<file path="src/rtl/sdram_wb_arbiter.sv">
// Three-master Wishbone arbiter in front of the SDRAM controller: fixed priority
// video > sound > CPU, with a CPU starvation override and an idle cycle between grants.
module sdram_wb_arbiter #(
    parameter int unsigned STARVE_LIMIT = 64,
    parameter int unsigned CNT_W        = 7
) (
    input  logic        wb_clk,
    input  logic        wb_rst_n,

    input  logic        cpu_cyc,
    input  logic        cpu_stb,
    input  logic        cpu_we,
    input  logic [3:0]  cpu_sel,
    input  logic [21:0] cpu_adr,
    input  logic [31:0] cpu_dat_i,
    input  logic [2:0]  cpu_cti,
    output logic        cpu_ack,

    input  logic        vid_cyc,
    input  logic [21:0] vid_adr,
    input  logic [2:0]  vid_cti,
    output logic        vid_ack,

    input  logic        snd_cyc,
    input  logic [21:0] snd_adr,
    output logic        snd_ack,

    output logic [31:0] m_dat_o,

    output logic        s_cyc,
    output logic        s_stb,
    output logic        s_we,
    output logic [3:0]  s_sel,
    output logic [21:0] s_adr,
    output logic [31:0] s_dat_o,
    output logic [2:0]  s_cti,
    input  logic        s_ack,
    input  logic [31:0] s_dat_i,

    output logic [1:0]  gnt
);

    typedef enum logic [1:0] {
        GNT_NONE = 2'b00,
        GNT_CPU  = 2'b01,
        GNT_VID  = 2'b10,
        GNT_SND  = 2'b11
    } gnt_t;

    gnt_t             gnt_q;
    gnt_t             gnt_d;
    logic [CNT_W-1:0] starve_cnt;
    logic             cpu_req;
    logic             starved;

    assign cpu_req = cpu_cyc & cpu_stb;
    assign starved = (starve_cnt >= CNT_W'(STARVE_LIMIT));
    assign gnt     = gnt_q;

    always_ff @(posedge wb_clk or negedge wb_rst_n) begin
        if (!wb_rst_n) begin
            gnt_q <= GNT_NONE;
        end else begin
            gnt_q <= gnt_d;
        end
    end

    // Grant only ever moves through GNT_NONE, so the controller always sees a fresh stb edge.
    always_comb begin
        gnt_d = gnt_q;
        case (gnt_q)
            GNT_NONE: begin
                if (cpu_req && starved) gnt_d = GNT_CPU;
                else if (vid_cyc)       gnt_d = GNT_VID;
                else if (snd_cyc)       gnt_d = GNT_SND;
                else if (cpu_req)       gnt_d = GNT_CPU;
                else                    gnt_d = GNT_NONE;
            end
            GNT_CPU: if (!cpu_cyc) gnt_d = GNT_NONE;
            GNT_VID: if (!vid_cyc) gnt_d = GNT_NONE;
            GNT_SND: if (!snd_cyc) gnt_d = GNT_NONE;
            default: gnt_d = GNT_NONE;
        endcase
    end

    always_ff @(posedge wb_clk or negedge wb_rst_n) begin
        if (!wb_rst_n) begin
            starve_cnt <= '0;
        end else if (gnt_d == GNT_CPU && gnt_q != GNT_CPU) begin
            starve_cnt <= '0;
        end else if (cpu_req && gnt_q != GNT_CPU && starve_cnt != '1) begin
            starve_cnt <= starve_cnt + 1'b1;
        end
    end

    always_comb begin
        s_cyc   = 1'b0;
        s_stb   = 1'b0;
        s_we    = 1'b0;
        s_sel   = '0;
        s_adr   = '0;
        s_dat_o = '0;
        s_cti   = '0;
        case (gnt_q)
            GNT_CPU: begin
                s_cyc   = cpu_cyc;
                s_stb   = cpu_stb;
                s_we    = cpu_we;
                s_sel   = cpu_sel;
                s_adr   = cpu_adr;
                s_dat_o = cpu_dat_i;
                s_cti   = cpu_cti;
            end
            GNT_VID: begin
                s_cyc   = vid_cyc;
                s_stb   = vid_cyc;
                s_sel   = '1;
                s_adr   = vid_adr;
                s_cti   = vid_cti;
            end
            GNT_SND: begin
                s_cyc   = snd_cyc;
                s_stb   = snd_cyc;
                s_sel   = '1;
                s_adr   = snd_adr;
            end
            default: ;
        endcase
    end

    assign cpu_ack = s_ack & (gnt_q == GNT_CPU);
    assign vid_ack = s_ack & (gnt_q == GNT_VID);
    assign snd_ack = s_ack & (gnt_q == GNT_SND);
    assign m_dat_o = s_dat_i;

endmodule

</file>
<file path="config.mk">
export PLATFORM = sky130hd
export DESIGN_NAME = sdram_wb_arbiter
export DESIGN_NICKNAME = d
export VERILOG_FILES = /design/src/rtl/sdram_wb_arbiter.sv
export SDC_FILE = /design/constraint.sdc
export NUM_CORES = 1
export LEC_CHECK = 0
export CORE_AREA = 2 2 96 98
export CTS_CLUSTER_SIZE = 14
export DETAILED_ROUTE_END_ITERATION = 8
export DIE_AREA = 0 0 98 100
export MAX_ROUTING_LAYER = met4
export PLACE_DENSITY_LB_ADDON = 0.25
export REMOVE_ABC_BUFFERS = 1
export SLEW_MARGIN = 20
export SYNTH_ARGS = -nofsm -noshare
export SYNTH_HDL_FRONTEND = slang
export SYNTH_SLANG_ARGS = --single-unit
</file>
<file path="constraint.sdc">
create_clock -name wb_clk -period 2.1 [get_ports wb_clk]
set_input_delay 0.21 -clock wb_clk [delete_from_list [all_inputs] [get_ports wb_clk]]
set_output_delay 0.21 -clock wb_clk [all_outputs]
set_load 0.02 [all_outputs]
</file>
==> results.yml <==
global_route:
  grt_pass1_vias: 2103
  grt_use_total_pct: 16.1
  grt_pass1_wl_mm: 12.1
  grt_overflow: 0
  antenna_found_initial: 0
  grt_max_degree: 27
layout:
  drive_above_1_share_pct: 13.2
  fin_nets: 510
  syn_to_final_growth_pct: 119
  antennaDiodeCount: 0
  postLayoutCellArea_um2: 3260
pwr:
  power.share.combinational_pct: 81.2
  p_int_mw: 1.29
  power.total_mw: 2.52
  power_density_nw_per_um2: 773
  power_frac_seq_pct: 10.7
  p_switching_mw: 1.23
  leakage_nw: 1.50
  power_switching_share_pct: 48.7
  irDropWorstVdd_mv: 0.437
  clockPowerShare_pct: 8.1
sta:
  layout_min_cycle_time_ps: 2010
  slew_viol_final: 0
  min_period_over_period_pct: 95.7
  hold_violations: 0
  slew_headroom_pct: 72.4
  setup_viol: 0
  setup_tns_ps: 0
  fmax_mhz: 497
  worstMarginPinSlew_ps: 413
  finClkSkew_ps: 2.92
cts:
  cts_tree: "yes"
  ctsHoldBuffers: 0
  cts_sinks: 9
  path_clk_slew_ps: 50
  root_buffer: "clkbuf_8"
  cts_made_buffers: 3
  clock_path_buffers: 2
  clkLatencyLatePin_ps: 230
  htreeDepth: 1
detailed_routing:
  first_pass_iters: 5
  vias: 2159
  m1WireLength_mm: 3.48
  avgViaCountPerCell: 4.63
  final_antenna_net_count: 0
  top_layer_used: "met4"
  wl_per_cell_um: 18.2
  dr_wl_met3_mm: 1.08
  drc_errors: 0
  wl_met2_mm: 3.84
  drtIter0Drc: 159
  drt-total-wl_mm: 8.48
run:
  max_cap_violations: 0
synthesis:
  yosys.area.top_type_share_pct: 16.1
  ys_ff_latch: 9
  synth_edf_count: 0
  synth.most_common_cell: "and2_1"
  synth_seq_area_share_pct: 15.1
  synth_warnings: 0
  synth_area_leader_cell: "buf_4"
  syn_inst: 201
  synth_area_leaders: "buf_4, and2_1, a222oi_1"
  syn_area_per_cell_um2: 7.41
  synth.distinct_cells: 28
  yosys-top-cells-count: "and2_1, buf_4, nor2_1, a222oi_1, clkbuf_1"
  ys.flop_type: "dfrtp_1"
  synth-async-reset-ratio_pct: 100
  syn_area_um2: 1490
place:
  gp_congestion: 0.914
  portBuffers: 184
  hpwl_mm: 6.79
  post_dp_cell_area_um2: 3320
setup_path:
  cp.arrival_ps: 1800
  critPathCaptureType: "output pin"
  cp_data_required_time_ps: 1890
  critPathLaunchType: "flip-flop"
  path_max_fanout: 23
  worstSetupPathType: "flip-flop to output pin"
die:
  chipHeight_um: 100
  std_cell_rows: 35
  die_w_um: 98
  core_area_um2: 8890
  initial_core_util_pct: 16.8
  ios: 249
  dieArea_um2: 9800
status:
  status: "finished clean"
worst_hold_path:
  hold_path.class: "primary input to async pin"
==> registers in the layout, indices dropped and copies added, names as in the netlist <==
name,flops
starve_cnt,7
gnt,2
==> final timing paths <==
check	start	end	slack (ps)	cells after the start
worst max register to register	gnt[0]$_DFF_PN0_	starve_cnt[4]$_DFFE_PN0P_	120	7
worst min register to register	starve_cnt[1]$_DFFE_PN0P_	starve_cnt[1]$_DFFE_PN0P_	550	2
max in group asynchronous	wb_rst_n	gnt[0]$_DFF_PN0_	1510	1
min in group wb_clk	s_dat_i[4]	m_dat_o[4]	420	0
worst min-delay path	wb_rst_n	starve_cnt[3]$_DFFE_PN0P_	280	1
worst max-delay path	gnt[1]$_DFF_PN0_	cpu_ack	90	5
==> worst max-delay path: stages, from the launching register on <==
cell and delay, ps:
dfrtp_1 400, inv_1 140, ha_4 210, bufbuf_16 310, and2_1 130, dlygate4sd2_1 370
==> logic make-up (layout without fill, tap and decap cells) <==
| kind of cell | count (synthesis) | count (layout) | share of synthesized area, % |
|---|---|---|---|
| and+or+nand+nor | 88 | 88 | 30.8 |
| buffers and inverters | 50 | 204 | 20.7 |
| AOI/OAI and AO/OA | 43 | 43 | 25.4 |
| DFF | 9 | 9 | 15.1 |
| adders and majority gates | 6 | 6 | 5.04 |
| xor gates and xnor gates | 4 | 4 | 2.35 |
| muxes | 1 | 1 | 0.672 |
==> layout make-up <==
cell class                 count  area (µm²)
fill                         936        5630
timing repair buffer         197        1850
multi-input combinational    142         982
sequential                     9         226
tap                          111         139
clock buffer                   4        45.0
inverter                       3        11.3
==> power by group through the flow <==
stage | clock, mW | combinational, mW | sequential [mW]
3_5_place_dp | 0 | 2.22 | 0.270
3_3_place_gp | 0 | 2.22 | 0.269
6_report | 0.204 | 2.04 | 0.270
5_1_grt | 0.220 | 2.20 | 0.277
2_1_floorplan | 0 | 1.03 | 0.281
4_1_cts | 0.211 | 2.07 | 0.272
==> routing by layer <==
metal	vias up	global-route usage (%)
li1	1002	-
met1	1003	20.0
met2	148	24.3
met3	6	7.59
met4	0	2.35
met5	-	-
==> per-stage QoR <==
stage          instances  hold slack, ps  worst slack, ps  utilization, %
2_1_floorplan        154           -85.6             -915               -
3_3_place_gp         460             420             16.5            37.4
3_5_place_dp         460             420            -36.7            37.4
4_1_cts              465             298           0.0704            37.5
5_1_grt              466             303            -2.52            36.7
6_report             466             276             89.4            36.7
==> timing repair <==
action	4_1_cts	5_1_grt
gates resized for setup	72	48
buffers inserted	0	1
hold endpoints to repair	0	0
setup endpoints to repair	66	36
gates cloned	1	0
pin swaps	0	2
==> cells in the final DEF (no fill, tap or decap), types with 2 or more instances in the layout <==
master / count
xor2_1: 4
nor2b_1: 4
nand2_1: 9
dfrtp_1: 8
dlygate4sd2_1: 42
o21ai_0: 2
ha_1: 3
clkbuf_2: 24
a22oi_1: 4
clkbuf_8: 3
clkdlybuf4s50_1: 118
ha_2: 2
o211ai_1: 2
and2_1: 38
a222oi_1: 23
nor2_1: 29
buf_12: 5
buf_4: 7
inv_1: 3
a21oi_1: 7
Note: power is estimated with default switching activity, not from simulation.
